$ cat src/rtl/seg_pkg.sv
// Shared seven-segment code table and helpers for the segment bus capture block.
package seg_pkg;

  localparam int SEG_W = 7;
  localparam int NIB_W = 4;

  // Same equations as the display encoder; nibbles 0 and 8 share the all-on pattern.
  localparam logic [SEG_W-1:0] SEG_CODE [0:15] = '{
    7'b1111111, 7'b0000110, 7'b1011011, 7'b1001111,
    7'b1100110, 7'b1001010, 7'b1111101, 7'b0000111,
    7'b1111111, 7'b1101111, 7'b1110111, 7'b1111100,
    7'b0111001, 7'b1011110, 7'b1111001, 7'b0010101
  };

  typedef enum logic [1:0] {IDLE, TRACK, LOCKED} fsm_state_t;

  function automatic logic onehot_legal(input logic [7:0] sel);
    return (sel != 8'd0) && ((sel & (sel - 8'd1)) == 8'd0);
  endfunction

  function automatic logic [2:0] sel_index(input logic [7:0] sel);
    logic [2:0] idx;
    idx = 3'd0;
    for (int k = 0; k < 8; k++)
      if (sel[k]) idx = 3'(k);
    return idx;
  endfunction

endpackage

$ cat src/rtl/seg_pattern_decode.sv
// Inverse segment lookup: lowest matching nibble wins, ambig flags a second match.
module seg_pattern_decode
  import seg_pkg::*;
(
  input  logic [SEG_W-1:0] seg,
  output logic             hit,
  output logic             ambig,
  output logic [NIB_W-1:0] nibble
);

  always_comb begin
    hit    = 1'b0;
    ambig  = 1'b0;
    nibble = '0;
    for (int i = 0; i < 16; i++) begin
      if (seg == SEG_CODE[i]) begin
        if (hit) ambig = 1'b1;
        else begin
          hit    = 1'b1;
          nibble = NIB_W'(i);
        end
      end
    end
  end

endmodule

$ cat src/rtl/seg_bus_capture.sv
// Recovers per-digit nibbles from a multiplexed seven-segment bus after a stability window.
// Optional frame-complete pulse enabled by SEGCAP_FRAME_EN.
//
// state  | meaning
// IDLE   | dig_sel zero or not one-hot, nothing tracked
// TRACK  | counting consecutive identical samples of one digit
// LOCKED | current sample already captured, waiting for a change
module seg_bus_capture
  import seg_pkg::*;
#(
  parameter int NUM_DIGITS = 4,
  parameter int STABLE_CYC = 4,
  parameter int CNT_W      = 8
) (
  input  logic                    clk,
  input  logic                    rst_n,
  input  logic [SEG_W-1:0]        seg,
  input  logic [NUM_DIGITS-1:0]   dig_sel,
  output logic [4*NUM_DIGITS-1:0] value,
  output logic [NUM_DIGITS-1:0]   digit_valid,
  output logic                    upd,
  output logic [2:0]              upd_idx,
  output logic                    err,
  output logic                    ambig
`ifdef SEGCAP_FRAME_EN
  ,
  output logic                    frame_done
`endif
);

  fsm_state_t            state, state_nx;
  logic [CNT_W-1:0]      cnt, cnt_nx, cnt_inc;
  logic [SEG_W-1:0]      last_seg;
  logic [NUM_DIGITS-1:0] last_sel;
  logic                  legal, changed, done, load, capture;
  logic                  dec_hit, dec_ambig;
  logic [NIB_W-1:0]      dec_nib;

  assign legal   = onehot_legal(8'(dig_sel));
  assign changed = (dig_sel != last_sel) || (seg != last_seg);
  assign cnt_inc = cnt + CNT_W'(1);
  assign done    = (cnt_inc == CNT_W'(STABLE_CYC));

  always_ff @(posedge clk or negedge rst_n) begin
    if (!rst_n) begin
      state    <= IDLE;
      cnt      <= '0;
      last_seg <= '0;
      last_sel <= '0;
    end else begin
      state <= state_nx;
      cnt   <= cnt_nx;
      if (load) begin
        last_seg <= seg;
        last_sel <= dig_sel;
      end
    end
  end

  always_comb begin
    state_nx = state;
    unique case (state)
      IDLE:    if (legal) state_nx = TRACK;
      TRACK: begin
        if (!legal)                state_nx = IDLE;
        else if (!changed && done) state_nx = LOCKED;
      end
      LOCKED: begin
        if (!legal)       state_nx = IDLE;
        else if (changed) state_nx = TRACK;
      end
      default: state_nx = IDLE;
    endcase
  end

  always_comb begin
    load    = 1'b0;
    capture = 1'b0;
    cnt_nx  = cnt;
    if (state == IDLE || !legal) begin
      cnt_nx = '0;
      if (state == IDLE && legal) begin
        load   = 1'b1;
        cnt_nx = CNT_W'(1);
      end
    end else if (changed) begin
      load   = 1'b1;
      cnt_nx = CNT_W'(1);
    end else if (state == TRACK) begin
      cnt_nx  = cnt_inc;
      capture = done;
    end
  end

  // At a capture edge seg equals last_seg, so decode the registered copy.
  seg_pattern_decode u_dec (
    .seg    (last_seg),
    .hit    (dec_hit),
    .ambig  (dec_ambig),
    .nibble (dec_nib)
  );

  always_ff @(posedge clk or negedge rst_n) begin
    if (!rst_n) begin
      value       <= '0;
      digit_valid <= '0;
      upd         <= 1'b0;
      upd_idx     <= '0;
      err         <= 1'b0;
      ambig       <= 1'b0;
    end else begin
      upd <= capture;
      if (capture) begin
        upd_idx <= sel_index(8'(last_sel));
        err     <= !dec_hit;
        ambig   <= dec_ambig;
        for (int k = 0; k < NUM_DIGITS; k++) begin
          if (last_sel[k] && dec_hit) begin
            value[4*k +: 4] <= dec_nib;
            digit_valid[k]  <= 1'b1;
          end
        end
      end
    end
  end

`ifdef SEGCAP_FRAME_EN
  logic [NUM_DIGITS-1:0] seen, seen_nx;

  assign seen_nx = seen | (dec_hit ? last_sel : '0);

  always_ff @(posedge clk or negedge rst_n) begin
    if (!rst_n) begin
      seen       <= '0;
      frame_done <= 1'b0;
    end else begin
      frame_done <= 1'b0;
      if (capture) begin
        if (&seen_nx) begin
          frame_done <= 1'b1;
          seen       <= '0;
        end else begin
          seen <= seen_nx;
        end
      end
    end
  end
`endif

endmodule

$ cat config.mk
export PLATFORM = sky130hd
export DESIGN_NAME = seg_bus_capture
export DESIGN_NICKNAME = d
export VERILOG_FILES = /design/src/rtl/seg_pkg.sv /design/src/rtl/seg_pattern_decode.sv /design/src/rtl/seg_bus_capture.sv
export SDC_FILE = /design/constraint.sdc
export NUM_CORES = 1
export LEC_CHECK = 0
export ABC_AREA = 1
export BUFFER_PORTS_ARGS = -buffer_cell sky130_fd_sc_hd__buf_4
export CAP_MARGIN = 5
export CORE_ASPECT_RATIO = 1.75
export CORE_UTILIZATION = 61
export CTS_BUF_LIST = sky130_fd_sc_hd__clkbuf_16
export DETAILED_ROUTE_END_ITERATION = 12
export PLACE_DENSITY_LB_ADDON = 0.2
export SETUP_SLACK_MARGIN = 0.5
export SYNTH_ARGS = -nofsm -noshare
export SYNTH_HDL_FRONTEND = slang
export SYNTH_SLANG_ARGS = --single-unit
$ cat constraint.sdc
create_clock -name clk -period 3.8 [get_ports clk]
set_input_delay 0.19 -clock clk [delete_from_list [all_inputs] [get_ports clk]]
set_output_delay 0.19 -clock clk [all_outputs]
set_load 0.05 [all_outputs]
==> impl_results.html, run 1 <==
<table>
<tr><th>Metric</th><th>Value</th></tr>
<tr><th colspan="2">Placed design</th></tr>
<tr><td>PortBufs</td><td>37</td></tr>
<tr><td>Final weighted congestion in routability-driven placement</td><td>approximately 0.90</td></tr>
<tr><td>DP HPWL</td><td>~4200 um</td></tr>
<tr><th colspan="2">STA</th></tr>
<tr><td>Final Critical Period</td><td>about 2.6 ns</td></tr>
<tr><td>Setup repair after global routing missed its margin</td><td>false</td></tr>
<tr><td>Slew margin rel.</td><td>between 30% and 40%</td></tr>
<tr><td>Max-slew violation total from the final report</td><td>0</td></tr>
<tr><td>Accumulated negative setup slack</td><td>0 ns</td></tr>
<tr><td>Number of hold violations in the final report</td><td>0</td></tr>
<tr><td>Worst Hold Margin</td><td>about 0.18 ns</td></tr>
<tr><td>Slew at the pin closest to its max-slew limit</td><td>slightly above 0.9 ns</td></tr>
<tr><td>Maximum achievable frequency</td><td>a little under 0.4 GHz</td></tr>
<tr><td>Post-route clock period utilization</td><td>between 60% and 70%</td></tr>
<tr><td>Final Setup Violations</td><td>0</td></tr>
<tr><td>Layout Skew</td><td>about 0.0070 ns</td></tr>
<tr><th colspan="2">Routing</th></tr>
<tr><td>Per-cell via count in the routed design</td><td>between 5 and 6</td></tr>
<tr><td>Routed WL per cell</td><td>roughly 13 um</td></tr>
<tr><td>Detailed router's first-iteration violation count</td><td>77</td></tr>
<tr><td>Final routed DRC violation total</td><td>0</td></tr>
<tr><td>Final WL</td><td>around 6000 um</td></tr>
<tr><td>Number of detailed-routing iterations run before antenna repair</td><td>4</td></tr>
<tr><td>Via count</td><td>between 2000 and 2500</td></tr>
<tr><td>Final ANT Viol Nets</td><td>0</td></tr>
<tr><th colspan="2">Synthesis</th></tr>
<tr><td>Number of storage elements in the synthesis netlist</td><td>46</td></tr>
<tr><td>Area leader, netlist</td><td>sky130_fd_sc_hd__dfrtp_1</td></tr>
<tr><td>Synthesized area divided by synthesized cell count</td><td>7.47 um^2</td></tr>
<tr><td>Number of enable-type register cells in the synthesized netlist</td><td>0</td></tr>
<tr><td>Synth Net Count</td><td>about 370</td></tr>
<tr><td>Ranking of synthesized cells by area</td><td>sky130_fd_sc_hd__dfrtp_1 (44%), sky130_fd_sc_hd__nand2_1 (16%), sky130_fd_sc_hd__inv_1 (5.7%), sky130_fd_sc_hd__nand4_1 (5.7%), sky130_fd_sc_hd__nor2_1 (4.7%)</td></tr>
<tr><td>Warning count from the yosys run</td><td>0</td></tr>
<tr><td>Seq/Total Area, Yosys</td><td>43.8%</td></tr>
<tr><td>Yosys cell types</td><td>34</td></tr>
<tr><td>Synthesized cell area</td><td>between 2000 and 3000 um^2</td></tr>
<tr><td>FFs w/ async S/R, synth</td><td>100%</td></tr>
<tr><td>Most used DFF post-synth</td><td>sky130_fd_sc_hd__dfrtp_1</td></tr>
<tr><td>Count of mapped cells out of synthesis</td><td>352</td></tr>
<tr><td>Post-synth top area share</td><td>43.8%</td></tr>
<tr><th colspan="2">Setup path</th></tr>
<tr><td>Data required time at the worst endpoint</td><td>3.98 ns</td></tr>
<tr><td>Launch instance of the worst register-to-register path</td><td>cnt[0]</td></tr>
<tr><td>Critical Path, Cell by Cell</td><td>ha_1 -&gt; nand2_1 -&gt; inv_1 -&gt; nand3_1 -&gt; nand2_1 -&gt; nand2_1 -&gt; nor2_1 -&gt; nand4_2 -&gt; nor2_2 -&gt; nand3_2 -&gt; nand2_1 -&gt; nand2_1</td></tr>
<tr><td>Startpoint type of the worst setup path</td><td>register</td></tr>
<tr><td>Cell with the biggest individual delay on the critical path</td><td>sky130_fd_sc_hd__nor2_2</td></tr>
<tr><td>Worst r2r dst</td><td>value[5]</td></tr>
<tr><td>Critical setup path kind</td><td>reg -&gt; reg</td></tr>
<tr><td>Delay of the slowest critical-path stage</td><td>just over 0.7 ns</td></tr>
<tr><td>Maximum net fanout on the critical path</td><td>25</td></tr>
<tr><td>CP arrival</td><td>~2.8 ns</td></tr>
<tr><td>Reg-to-reg slack, setup</td><td>between 1 and 1.5 ns</td></tr>
<tr><td>Reg2Reg Depth</td><td>12</td></tr>
<tr><td>CP endpoint kind</td><td>register</td></tr>
<tr><td>Endpoint of the worst setup timing path</td><td>value[5]</td></tr>
<tr><td>Worst setup path startpoint</td><td>cnt[0]</td></tr>
<tr><td>Cell repeated most along the worst path</td><td>sky130_fd_sc_hd__nand2_1</td></tr>
<tr><th colspan="2">Clock tree</th></tr>
<tr><td>Insertion delay of the later-clocked pin in the worst-skew pair</td><td>between 0.2 and 0.3 ns</td></tr>
<tr><td>Number of instances resized during post-cts repair</td><td>0</td></tr>
<tr><td>Clock tree buffer depth</td><td>2</td></tr>
<tr><td>Clock slew seen by the registers of the worst setup and hold paths</td><td>approximately 0.070 ns</td></tr>
<tr><td>TritonCTS Sinks</td><td>46</td></tr>
<tr><td>CTS buffer count</td><td>5</td></tr>
<tr><td>Max H-tree Level</td><td>2</td></tr>
<tr><td>TritonCTS clock tree</td><td>built</td></tr>
<tr><td>Root cell of the clock tree</td><td>sky130_fd_sc_hd__clkbuf_16</td></tr>
<tr><th colspan="2">Finish</th></tr>
<tr><td>Antenna diode count</td><td>0</td></tr>
<tr><td>Area of the multi-input gates</td><td>1210 um^2</td></tr>
<tr><td>Fill cells</td><td>between 300 and 400</td></tr>
<tr><td>Area added between synthesis and finish</td><td>15.7%</td></tr>
<tr><td>Total area of sequential cells</td><td>1150 um^2</td></tr>
<tr><td>Nets</td><td>400</td></tr>
<tr><td>Ratio of cells with drive above 1 in the final layout</td><td>between 15 and 20%</td></tr>
<tr><th colspan="2">Global routing</th></tr>
<tr><td>Remaining global-route overflow</td><td>0</td></tr>
<tr><td>Wire length of the first global-routing pass</td><td>9470 um</td></tr>
<tr><td>GRT Total Usage</td><td>27.6%</td></tr>
<tr><td>Largest net degree at the start of global routing</td><td>47</td></tr>
<tr><td>Number of global-route vias before repair</td><td>about 2300</td></tr>
<tr><td>Antenna violations before repair</td><td>0</td></tr>
<tr><th colspan="2">Floorplanning</th></tr>
<tr><td>Die Outline Area</td><td>roughly 4600 um^2</td></tr>
<tr><td>Number of placement rows</td><td>31</td></tr>
<tr><td>Height of the die</td><td>slightly below 90 um</td></tr>
<tr><td>Number of I/O pins</td><td>39</td></tr>
<tr><td>Die width</td><td>51.6 um</td></tr>
<tr><td>Starting density of the core</td><td>between 60% and 70%</td></tr>
<tr><td>Area of the core</td><td>4150 um^2</td></tr>
<tr><th colspan="2">Power and ir drop</th></tr>
<tr><td>Standby leakage power</td><td>between 1.5 and 2 nW</td></tr>
<tr><td>Power density normalized to cell area</td><td>approximately 400 nW/um^2</td></tr>
<tr><td>Maximum resistive drop on vdd</td><td>between 400 and 500 uV</td></tr>
<tr><th colspan="2">Min path</th></tr>
<tr><td>Worst hold-check path type</td><td>in -&gt; reg</td></tr>
<tr><th colspan="2">Outcome</th></tr>
<tr><td>Status</td><td>complete, no violations</td></tr>
<tr><th colspan="2">Run</th></tr>
<tr><td>Max Cap Violations</td><td>0</td></tr>
</table>
-- flip-flops by register name (all words and copies together), names as in the netlist --
name and cells:
err 1, last_sel 4, upd_idx 2, value 16, upd 1, cnt 8, state 2, digit_valid 4
ambig 1, last_seg 7
-- power by group --
part	internal [mW]	switching [mW]
registers	0.512	0.0412
clock network	0.246	0.195
logic	0.0580	0.132
-- Yosys cell counts, types with 2 or more instances --
library cell,instances
sky130_fd_sc_hd__nand2_1,112
sky130_fd_sc_hd__dfrtp_1,46
sky130_fd_sc_hd__inv_1,40
sky130_fd_sc_hd__nor2_1,33
sky130_fd_sc_hd__nand4_1,24
sky130_fd_sc_hd__nand3_1,15
sky130_fd_sc_hd__a21oi_1,12
sky130_fd_sc_hd__buf_2,8
sky130_fd_sc_hd__o21ai_0,8
sky130_fd_sc_hd__inv_2,6
sky130_fd_sc_hd__nand3_2,6
sky130_fd_sc_hd__xor2_1,6
sky130_fd_sc_hd__buf_4,3
sky130_fd_sc_hd__nor2_2,3
sky130_fd_sc_hd__nor3_1,3
sky130_fd_sc_hd__o21a_1,3
sky130_fd_sc_hd__xnor2_1,3
sky130_fd_sc_hd__buf_6,2
sky130_fd_sc_hd__ha_1,2
sky130_fd_sc_hd__nor4_1,2
sky130_fd_sc_hd__o21ai_1,2
-- worst min-delay path by stage --
stage	from	end	cells after the start
finish	seg[6]	last_seg[6]	3
global route	seg[0]	last_seg[0]	3
CTS	seg[6]	last_seg[6]	3
detailed placement	rst_n	cnt[3]	1
global placement	rst_n	cnt[3]	1
floorplan	rst_n	ambig	0
-- per-stage QoR --
step | instances | util, % | setup slack (ns) | power, mW | cell area (um^2)
4_1_cts | 435 | 73.3 | 1.22 | 1.19 | 3040
3_5_place_dp | 426 | 69.5 | 1.25 | 0.745 | 2880
5_1_grt | 435 | 73.3 | 0.940 | 1.23 | 3040
2_1_floorplan | 352 | - | 2.07 | 0.698 | 2630
3_3_place_gp | 426 | 69.5 | 1.38 | 0.739 | 2880
6_report | 435 | 73.3 | 1.23 | 1.18 | 3040
-- placed cells by master, fill, tap and decap left out, types with 5 or more instances in the layout --
master                        n
sky130_fd_sc_hd__nand2_1    112
sky130_fd_sc_hd__dfrtp_1     46
sky130_fd_sc_hd__inv_1       40
sky130_fd_sc_hd__buf_4       39
sky130_fd_sc_hd__nor2_1      33
sky130_fd_sc_hd__nand4_1     24
sky130_fd_sc_hd__nand3_1     15
sky130_fd_sc_hd__a21oi_1     12
sky130_fd_sc_hd__o21ai_0      8
sky130_fd_sc_hd__xor2_1       6
sky130_fd_sc_hd__inv_2        6
sky130_fd_sc_hd__nand3_2      6
sky130_fd_sc_hd__clkbuf_16    5
-- per-layer routing --
| metal | GRT usage (%) | part of all wire, % | vias to the layer above |
|---|---|---|---|
| met1 | 28.1 | 39 | 1105 |
| met3 | 3.78 | 3.2 | 22 |
| met5 | 0 | 0 | - |
| met2 | 52.1 | 55 | 72 |
| li1 | - | - | 1184 |
| met4 | 15.0 | 3.3 | 0 |
-- logic make-up after synthesis --
group,Yosys count,share of synthesized area [%]
other cells,1,0.143
buf+inv,60,10.4
simple gates,206,35.9
fa+ha+maj,2,0.951
compound gates,28,5.90
flops,46,43.8
xor+xnor,9,3.00
-- layout make-up --
type | instances | share of cell area [%]
multi-input combinational | 246 | 39.6
inverter | 46 | 5.67
sequential | 46 | 37.8
clock inverter | 3 | 0.781
timing repair buffer | 40 | 9.95
tap | 49 | 2.01
clock buffer | 5 | 4.11
-- timing repair --
action / in CTS / in global routing
hold buffers: 1 / 0
endpoints found under the hold margin: 46 / 0
setup buffers: 0 / 0
-- critical path, delay by kind of cell, from the launching register on --
kind | cells | cell delay, ns
simple gates | 10 | 1.75
flops | 1 | 0.42
fa+ha+maj | 1 | 0.21
buf+inv | 1 | 0.09
(Power assumes the default switching activity.)
==> run 2, diff against run 1 <==
- ABC_AREA: 1 -> 0
- CORE_UTILIZATION: 61 -> 56
- clock period: 3.8 -> 2.6 ns (I/O delays scaled with it)
==> impl_results.html, run 2 <==
<table>
<tr><th>Metric</th><th>Value</th></tr>
<tr><th colspan="2">Setup path</th></tr>
<tr><td>Delay of the slowest critical-path stage</td><td>0.48 ns (-0.24 ns)</td></tr>
<tr><td>Cell with the biggest individual delay on the critical path</td><td>sky130_fd_sc_hd__dfrtp_2</td></tr>
<tr><td>Maximum net fanout on the critical path</td><td>6 (-76%)</td></tr>
<tr><td>Critical Path, Cell by Cell</td><td>buf_6 -&gt; nor4b_4 -&gt; o211ai_1 -&gt; nand3b_1 -&gt; nand3b_1 -&gt; buf_6 -&gt; nand3_4 -&gt; mux2_4</td></tr>
<tr><td>CP delay by family, top</td><td>simple AND/OR/NAND/NOR gates</td></tr>
<tr><td>Launch instance of the worst register-to-register path</td><td>last_seg[6]</td></tr>
<tr><td>CP arrival</td><td>2.33 ns (-0.42 ns)</td></tr>
<tr><td>Critical path buffers and inverters</td><td>2 (+1)</td></tr>
<tr><td>Worst setup path startpoint</td><td>last_seg[6]</td></tr>
<tr><td>Startpoint type of the worst setup path</td><td>register</td></tr>
<tr><td>CP endpoint kind</td><td>register</td></tr>
<tr><td>Data required time at the worst endpoint</td><td>2.77 ns (-1.21 ns)</td></tr>
<tr><td>Critical setup path kind</td><td>reg -&gt; reg</td></tr>
<tr><th colspan="2">Synthesis</th></tr>
<tr><td>Warning count from the yosys run</td><td>0 (unchanged)</td></tr>
<tr><td>Count of mapped cells out of synthesis</td><td>241 (-32%)</td></tr>
<tr><td>Synthesized area divided by synthesized cell count</td><td>10.5 um^2 (+41%)</td></tr>
<tr><td>Area leader, netlist</td><td>sky130_fd_sc_hd__dfrtp_1</td></tr>
<tr><td>Synth Net Count</td><td>256 (-30%)</td></tr>
<tr><td>Synthesized cell area</td><td>2540 um^2 (-3.5%)</td></tr>
<tr><td>Most used DFF post-synth</td><td>sky130_fd_sc_hd__dfrtp_1</td></tr>
<tr><td>Most frequent cells after synthesis</td><td>sky130_fd_sc_hd__dfrtp_1 (46), sky130_fd_sc_hd__nand2_1 (20), sky130_fd_sc_hd__mux2_1 (19), sky130_fd_sc_hd__xnor2_1 (14), sky130_fd_sc_hd__nor2_1 (12)</td></tr>
<tr><td>Number of storage elements in the synthesis netlist</td><td>46 (unchanged)</td></tr>
<tr><td>FFs w/ async S/R, synth</td><td>100% (unchanged)</td></tr>
<tr><td>Post-synth top area share</td><td>45.4% (+1.6 points)</td></tr>
<tr><td>Most instantiated library cell after synthesis</td><td>sky130_fd_sc_hd__dfrtp_1</td></tr>
<tr><td>Ranking of synthesized cells by area</td><td>sky130_fd_sc_hd__dfrtp_1 (45%), sky130_fd_sc_hd__mux2_1 (8.4%), sky130_fd_sc_hd__xnor2_1 (4.8%), sky130_fd_sc_hd__nand2_1 (3.0%), sky130_fd_sc_hd__nand3_4 (2.8%)</td></tr>
<tr><td>Yosys cell types</td><td>50 (+47%)</td></tr>
<tr><td>Number of enable-type register cells in the synthesized netlist</td><td>0 (unchanged)</td></tr>
<tr><td>Seq/Total Area, Yosys</td><td>45.4% (+1.6 points)</td></tr>
<tr><th colspan="2">Floorplanning</th></tr>
<tr><td>Area of the core</td><td>4360 um^2 (+5.2%)</td></tr>
<tr><td>Die width</td><td>52.9 um (+2.4%)</td></tr>
<tr><td>Die Outline Area</td><td>4810 um^2 (+4.9%)</td></tr>
<tr><td>Number of placement rows</td><td>32 (+3.2%)</td></tr>
<tr><td>Starting density of the core</td><td>58.1% (-5.2 points)</td></tr>
<tr><td>Height of the die</td><td>91.0 um (+2.5%)</td></tr>
<tr><td>Number of I/O pins</td><td>39 (unchanged)</td></tr>
<tr><th colspan="2">Run</th></tr>
<tr><td>Max Cap Violations</td><td>0 (unchanged)</td></tr>
<tr><th colspan="2">STA</th></tr>
<tr><td>Maximum achievable frequency</td><td>0.463 GHz (+19%)</td></tr>
<tr><td>Setup repair after global routing missed its margin</td><td>true</td></tr>
<tr><td>Final Setup Violations</td><td>0 (unchanged)</td></tr>
<tr><td>Post-route clock period utilization</td><td>83.1% (+15 points)</td></tr>
<tr><td>Accumulated negative setup slack</td><td>0 ns (unchanged)</td></tr>
<tr><td>Slew at the pin closest to its max-slew limit</td><td>0.596 ns (-0.313 ns)</td></tr>
<tr><td>Slew margin rel.</td><td>60.1% (+21 points)</td></tr>
<tr><td>Final Critical Period</td><td>2.16 ns (-0.413 ns)</td></tr>
<tr><td>Max-slew violation total from the final report</td><td>0 (unchanged)</td></tr>
<tr><td>Number of hold violations in the final report</td><td>0 (unchanged)</td></tr>
<tr><td>Worst Hold Margin</td><td>0.0730 ns (-0.107 ns)</td></tr>
<tr><td>Layout Skew</td><td>0.00438 ns (-0.00258 ns)</td></tr>
<tr><th colspan="2">Finish</th></tr>
<tr><td>Leading cell type in the layout, fill and taps excluded</td><td>sky130_fd_sc_hd__buf_4</td></tr>
<tr><td>Nets</td><td>328 (-18%)</td></tr>
<tr><td>Largest register by flop count</td><td>value</td></tr>
<tr><td>Max FFs per register</td><td>16 (unchanged)</td></tr>
<tr><td>Largest registers</td><td>value x16, cnt x8, last_seg x7</td></tr>
<tr><td>Ratio of cells with drive above 1 in the final layout</td><td>44.6% (+27 points)</td></tr>
<tr><td>Antenna diode count</td><td>0 (unchanged)</td></tr>
<tr><td>Area added between synthesis and finish</td><td>38.8%</td></tr>
<tr><td>Commonest cells after routing, fill and taps aside</td><td>sky130_fd_sc_hd__buf_4 (71), sky130_fd_sc_hd__dfrtp_1 (34), sky130_fd_sc_hd__nand2_1 (17), sky130_fd_sc_hd__mux2_4 (17)</td></tr>
<tr><td>Final cell utilization of the core</td><td>80.7% (+7.4 points)</td></tr>
<tr><th colspan="2">Global routing</th></tr>
<tr><td>GRT Total Usage</td><td>26.5% (-1.1 points)</td></tr>
<tr><td>Number of global-route vias before repair</td><td>2014 (-11%)</td></tr>
<tr><td>Antenna violations before repair</td><td>0 (unchanged)</td></tr>
<tr><td>GRT met3 Usage</td><td>4.02% (+0.24 points)</td></tr>
<tr><td>GR Util met1</td><td>28.7% (+0.52 points)</td></tr>
<tr><td>Global routing met2 resource utilization</td><td>47.3% (-4.8 points)</td></tr>
<tr><td>Wire length of the first global-routing pass</td><td>9450 um (-0.29%)</td></tr>
<tr><td>Largest net degree at the start of global routing</td><td>47 (unchanged)</td></tr>
<tr><td>Most utilized layer in the global route result</td><td>met2</td></tr>
<tr><td>Remaining global-route overflow</td><td>0 (unchanged)</td></tr>
<tr><th colspan="2">Clock tree</th></tr>
<tr><td>Clock tree buffer depth</td><td>2 (unchanged)</td></tr>
<tr><td>Root cell of the clock tree</td><td>sky130_fd_sc_hd__clkbuf_16</td></tr>
<tr><td>TritonCTS Sinks</td><td>46 (unchanged)</td></tr>
<tr><td>Insertion delay of the later-clocked pin in the worst-skew pair</td><td>0.28 ns (about the same)</td></tr>
<tr><td>Max H-tree Level</td><td>2 (unchanged)</td></tr>
<tr><td>CTS buffer count</td><td>5 (unchanged)</td></tr>
<tr><td>Clock slew seen by the registers of the worst setup and hold paths</td><td>0.06 ns (about the same)</td></tr>
<tr><td>TritonCTS clock tree</td><td>built</td></tr>
<tr><th colspan="2">Routing</th></tr>
<tr><td>Number of detailed-routing iterations run before antenna repair</td><td>4 (unchanged)</td></tr>
<tr><td>Final routed DRC violation total</td><td>0 (unchanged)</td></tr>
<tr><td>Detailed router's first-iteration violation count</td><td>94 (+22%)</td></tr>
<tr><td>Routed WL per cell</td><td>19.7 um (+46%)</td></tr>
<tr><td>Via count</td><td>2240 (-6.0%)</td></tr>
<tr><td>Per-cell via count in the routed design</td><td>6.14 (+12%)</td></tr>
<tr><td>Final WL</td><td>7180 um (+22%)</td></tr>
<tr><td>Final ANT Viol Nets</td><td>0 (unchanged)</td></tr>
<tr><th colspan="2">Placed design</th></tr>
<tr><td>DP HPWL</td><td>4020 um (-3.5%)</td></tr>
<tr><td>Final weighted congestion in routability-driven placement</td><td>0.959 (+6.4%)</td></tr>
<tr><td>PortBufs</td><td>37 (unchanged)</td></tr>
<tr><th colspan="2">Min path</th></tr>
<tr><td>Launch instance of the worst min-delay path</td><td>seg[2]</td></tr>
<tr><td>Worst hold-check path type</td><td>in -&gt; reg</td></tr>
<tr><th colspan="2">Outcome</th></tr>
<tr><td>Status</td><td>complete, no violations</td></tr>
<tr><th colspan="2">Power and ir drop</th></tr>
<tr><td>Standby leakage power</td><td>1.65 nW (+1.7%)</td></tr>
<tr><td>Power density normalized to cell area</td><td>625 nW/um^2 (+61%)</td></tr>
<tr><td>Maximum resistive drop on vdd</td><td>615 uV (+48%)</td></tr>
</table>
run 2: changes by cell type after synthesis, moves of 6 or more:
cell | previous run | this run
sky130_fd_sc_hd__inv_1 | 40 | 4
sky130_fd_sc_hd__nor2_1 | 33 | 12
sky130_fd_sc_hd__clkbuf_1 | 0 | 7
sky130_fd_sc_hd__nand3_1 | 15 | 7
sky130_fd_sc_hd__xnor2_1 | 3 | 14
sky130_fd_sc_hd__mux2_1 | 0 | 19
sky130_fd_sc_hd__nand2_1 | 112 | 20
sky130_fd_sc_hd__nand4_1 | 24 | 8
sky130_fd_sc_hd__nand3_2 | 6 | 0
run 2: final timing paths:
kind	endpoint	slack (ns)	cells after the start
max	value[14]	0.44	8
min	last_seg[2]	0.07	2
max reg2reg	value[14]	0.44	8
min reg2reg	digit_valid[1]	0.47	1
max in group asynchronous	last_seg[2]	1.77	2
min in group asynchronous	last_sel[0]	0.39	2
run 2: through the flow:
stage | instance area [um^2] | std cells | power, mW | setup slack, ns
after floorplan | 2570 | 241 | 1.12 | 0.449
after global placement | 2880 | 319 | 1.22 | 0.222
after detailed placement | 2880 | 319 | 1.23 | 0.140
after CTS | 3220 | 342 | 2.00 | 0.486
after global routing | 3520 | 365 | 2.28 | 0.353
final | 3520 | 365 | 2.20 | 0.441
run 2: logic make-up after synthesis:
| family | after synthesis | share of synthesized area, % |
|---|---|---|
| other | 1 | 0.148 |
| buffers and inverters | 20 | 3.65 |
| DFF | 46 | 45.4 |
| muxes | 24 | 10.7 |
| xor gates and xnor gates | 21 | 7.25 |
| adders and majority gates | 2 | 0.986 |
| AOI/OAI and AO/OA | 38 | 9.52 |
| and+or+nand+nor | 89 | 22.3 |
run 2: report_power, final:
group / leakage, nW / internal, mW / switching (mW)
clock: 0.0812 / 0.450 / 0.261
combinational: 0.969 / 0.305 / 0.308
sequential: 0.602 / 0.766 / 0.112
run 2: routing by layer:
metal	vias up	part of all wire, %
met3	31	4.9
met1	1100	35
met4	0	3.6
met5	-	0
li1	1012	-
met2	97	56
run 2: layout make-up:
class	count	area (um^2)
clock inverters	3	41.3
inverters	5	18.8
multi-input cells	175	1460
flip-flops and latches	46	1170
fillers	251	843
repair buffers	80	649
well taps	51	63.8
clock buffers	5	125
run 2: repair_timing:
action,in CTS,in global routing
gates resized for setup,19,36
endpoints found under the hold margin,46,0
hold buffers,1,0
endpoints found under the setup margin,34,30
gates cloned,0,1
setup buffers,14,22
pin swaps,4,14
==> run 3, diff against run 2 <==
- clock period: 2.6 -> 2.2 ns (I/O delays scaled with it)
==> impl_results.html, run 3 (synthesis gave the netlist of run 2 again) <==
<table>
<tr><th>Metric</th><th>Value</th></tr>
<tr><th colspan="2">Floorplanning</th></tr>
<tr><td>Number of placement rows</td><td>32 (unchanged)</td></tr>
<tr><td>Number of I/O pins</td><td>39 (unchanged)</td></tr>
<tr><td>Die width</td><td>52.9 um (unchanged)</td></tr>
<tr><td>Height of the die</td><td>91.0 um (unchanged)</td></tr>
<tr><td>Starting density of the core</td><td>58.1% (unchanged)</td></tr>
<tr><td>Die Outline Area</td><td>4810 um^2 (unchanged)</td></tr>
<tr><td>Area of the core</td><td>4360 um^2 (unchanged)</td></tr>
<tr><th colspan="2">Setup path</th></tr>
<tr><td>Data required time at the worst endpoint</td><td>2.35 ns (-0.42 ns)</td></tr>
<tr><td>Maximum net fanout on the critical path</td><td>6 (unchanged)</td></tr>
<tr><td>CP arrival</td><td>2.35 ns (+0.02 ns)</td></tr>
<tr><td>Launch instance of the worst register-to-register path</td><td>last_seg[6]</td></tr>
<tr><td>Worst setup path startpoint</td><td>last_seg[6]</td></tr>
<tr><td>Startpoint type of the worst setup path</td><td>register</td></tr>
<tr><td>Worst r2r dst</td><td>value[7]</td></tr>
<tr><td>Critical setup path kind</td><td>reg -&gt; reg</td></tr>
<tr><td>Reg-to-reg slack, setup</td><td>0.005 ns (-0.44 ns)</td></tr>
<tr><td>Reg2Reg Depth</td><td>8 (unchanged)</td></tr>
<tr><td>CP endpoint kind</td><td>register</td></tr>
<tr><th colspan="2">Finish</th></tr>
<tr><td>Number of standard cells in the final layout excluding fillers</td><td>377 (+3.3%)</td></tr>
<tr><td>Commonest cells after routing, fill and taps aside</td><td>sky130_fd_sc_hd__buf_4 (69), sky130_fd_sc_hd__dfrtp_1 (39), sky130_fd_sc_hd__mux2_4 (23), sky130_fd_sc_hd__nand2_1 (16), sky130_fd_sc_hd__buf_6 (14)</td></tr>
<tr><td>Max FFs per register</td><td>16 (unchanged)</td></tr>
<tr><td>Nets</td><td>340 (+3.7%)</td></tr>
<tr><td>Ratio of cells with drive above 1 in the final layout</td><td>50.9% (+6.3 points)</td></tr>
<tr><td>Antenna diode count</td><td>0 (unchanged)</td></tr>
<tr><td>Largest registers</td><td>value x16, cnt x8, last_seg x7</td></tr>
<tr><td>Largest register by flop count</td><td>value</td></tr>
<tr><td>Leading cell type in the layout, fill and taps excluded</td><td>sky130_fd_sc_hd__buf_4</td></tr>
<tr><td>Area added between synthesis and finish</td><td>50.3%</td></tr>
<tr><th colspan="2">Routing</th></tr>
<tr><td>Number of detailed-routing iterations run before antenna repair</td><td>4 (unchanged)</td></tr>
<tr><td>Routed WL per cell</td><td>21.3 um (+8.2%)</td></tr>
<tr><td>Final WL</td><td>8020 um (+12%)</td></tr>
<tr><td>Final routed DRC violation total</td><td>0 (unchanged)</td></tr>
<tr><td>Per-cell via count in the routed design</td><td>6.23 (+1.6%)</td></tr>
<tr><td>Via count</td><td>2350 (+4.9%)</td></tr>
<tr><td>Detailed router's first-iteration violation count</td><td>99 (+5.3%)</td></tr>
<tr><td>Final ANT Viol Nets</td><td>0 (unchanged)</td></tr>
<tr><th colspan="2">STA</th></tr>
<tr><td>Slew margin rel.</td><td>61.2% (+1.1 points)</td></tr>
<tr><td>Accumulated negative setup slack</td><td>0 ns (unchanged)</td></tr>
<tr><td>Number of hold violations in the final report</td><td>0 (unchanged)</td></tr>
<tr><td>Max-slew violation total from the final report</td><td>0 (unchanged)</td></tr>
<tr><td>Final setup slack of the worst path</td><td>0.00465 ns (-0.436 ns)</td></tr>
<tr><td>Layout Skew</td><td>0.00342 ns (-0.000958 ns)</td></tr>
<tr><td>Maximum achievable frequency</td><td>0.456 GHz (-1.6%)</td></tr>
<tr><td>Final Setup Violations</td><td>0 (unchanged)</td></tr>
<tr><td>Slew at the pin closest to its max-slew limit</td><td>0.576 ns (-0.0204 ns)</td></tr>
<tr><td>Setup repair after global routing missed its margin</td><td>true</td></tr>
<tr><td>Final Critical Period</td><td>2.20 ns (+0.0360 ns)</td></tr>
<tr><td>Worst Hold Margin</td><td>0.0726 ns (-0.000412 ns)</td></tr>
<tr><td>Post-route clock period utilization</td><td>99.8% (+17 points)</td></tr>
<tr><th colspan="2">Global routing</th></tr>
<tr><td>Largest net degree at the start of global routing</td><td>47 (unchanged)</td></tr>
<tr><td>Wire length of the first global-routing pass</td><td>11400 um (+21%)</td></tr>
<tr><td>Remaining global-route overflow</td><td>0 (unchanged)</td></tr>
<tr><td>GRT Total Usage</td><td>32.3% (+5.9 points)</td></tr>
<tr><td>Antenna violations before repair</td><td>0 (unchanged)</td></tr>
<tr><td>Number of global-route vias before repair</td><td>2329 (+16%)</td></tr>
<tr><th colspan="2">Min path</th></tr>
<tr><td>Worst hold-check path type</td><td>in -&gt; reg</td></tr>
<tr><td>Destination of the worst hold path</td><td>last_seg[1]</td></tr>
<tr><td>Launch instance of the worst min-delay path</td><td>seg[1]</td></tr>
<tr><td>Hold Path Stages</td><td>2 (unchanged)</td></tr>
<tr><th colspan="2">Clock tree</th></tr>
<tr><td>Clock tree buffer depth</td><td>2 (unchanged)</td></tr>
<tr><td>TritonCTS Sinks</td><td>46 (unchanged)</td></tr>
<tr><td>Root cell of the clock tree</td><td>sky130_fd_sc_hd__clkbuf_16</td></tr>
<tr><td>CTS buffer count</td><td>5 (unchanged)</td></tr>
<tr><td>Max H-tree Level</td><td>2 (unchanged)</td></tr>
<tr><td>TritonCTS clock tree</td><td>built</td></tr>
<tr><td>Insertion delay of the later-clocked pin in the worst-skew pair</td><td>0.28 ns (about the same)</td></tr>
<tr><td>Clock slew seen by the registers of the worst setup and hold paths</td><td>0.06 ns (about the same)</td></tr>
<tr><th colspan="2">Placed design</th></tr>
<tr><td>PortBufs</td><td>37 (unchanged)</td></tr>
<tr><td>Worst setup slack after placement</td><td>0.0429 ns (-0.0970 ns)</td></tr>
<tr><td>Final weighted congestion in routability-driven placement</td><td>0.828 (-14%)</td></tr>
<tr><td>Number of placed instances with taps included</td><td>337 (+5.6%)</td></tr>
<tr><td>DP HPWL</td><td>4240 um (+5.5%)</td></tr>
<tr><th colspan="2">Outcome</th></tr>
<tr><td>Status</td><td>complete, no violations</td></tr>
<tr><th colspan="2">Power and ir drop</th></tr>
<tr><td>Power density normalized to cell area</td><td>701 nW/um^2 (+12%)</td></tr>
<tr><td>Maximum resistive drop on vdd</td><td>676 uV (+9.9%)</td></tr>
<tr><td>Total power</td><td>2.67 mW (+21%)</td></tr>
<tr><td>Standby leakage power</td><td>1.80 nW (+9.1%)</td></tr>
<tr><th colspan="2">Run</th></tr>
<tr><td>Max Cap Violations</td><td>0 (unchanged)</td></tr>
</table>
[run 3: routing by layer]
| layer | track usage (%) | routed length, um |
|---|---|---|
| met5 | 0 | 0 |
| met4 | 16.9 | 463 |
| met1 | 36.7 | 2930 |
| met3 | 5.36 | 328 |
| met2 | 55.2 | 4300 |
[run 3: area by class of cell]
cell class,instances,area (um^2)
tap,51,63.8
timing repair buffer,92,838
fill,201,549
multi-input combinational,175,1560
clock inverter,3,41.3
sequential,46,1160
clock buffer,5,125
inverter,5,26.3
[run 3: worst max-delay path: stages (launching register included)]
cell	delay [ns]
sky130_fd_sc_hd__dfrtp_2	0.46
sky130_fd_sc_hd__xnor2_1	0.25
sky130_fd_sc_hd__nand4_1	0.24
sky130_fd_sc_hd__nor4_4	0.31
sky130_fd_sc_hd__buf_4	0.17
sky130_fd_sc_hd__nand4_1	0.14
sky130_fd_sc_hd__buf_6	0.18
sky130_fd_sc_hd__a21oi_4	0.20
sky130_fd_sc_hd__a21oi_1	0.12
[run 3: worst max-delay path by stage]
stage,end
after floorplan,value[4]
after global placement,value[13]
after detailed placement,value[8]
after CTS,value[2]
after global routing,value[7]
final,value[7]
[run 3: what timing repair did]
| item | CTS | global route |
|---|---|---|
| gates resized for setup | 43 | 23 |
| pin swaps | 21 | 14 |
| hold buffers | 1 | 0 |
| setup endpoints to repair | 46 | 46 |
| setup buffers | 21 | 8 |
| hold endpoints to repair | 46 | 0 |
| gates cloned | 1 | 1 |
[run 3: where the power goes]
group / switching [mW] / internal [mW] / total [mW]
registers: 0.0930 / 0.903 / 0.996
clock network: 0.319 / 0.532 / 0.851
logic: 0.416 / 0.410 / 0.826
[run 3: per-stage QoR]
step	cell area, um^2	util (%)
2_1_floorplan	2660	-
3_5_place_dp	3100	71.0
3_3_place_gp	3100	71.0
5_1_grt	3810	87.4
4_1_cts	3630	83.2
6_report	3810	87.4
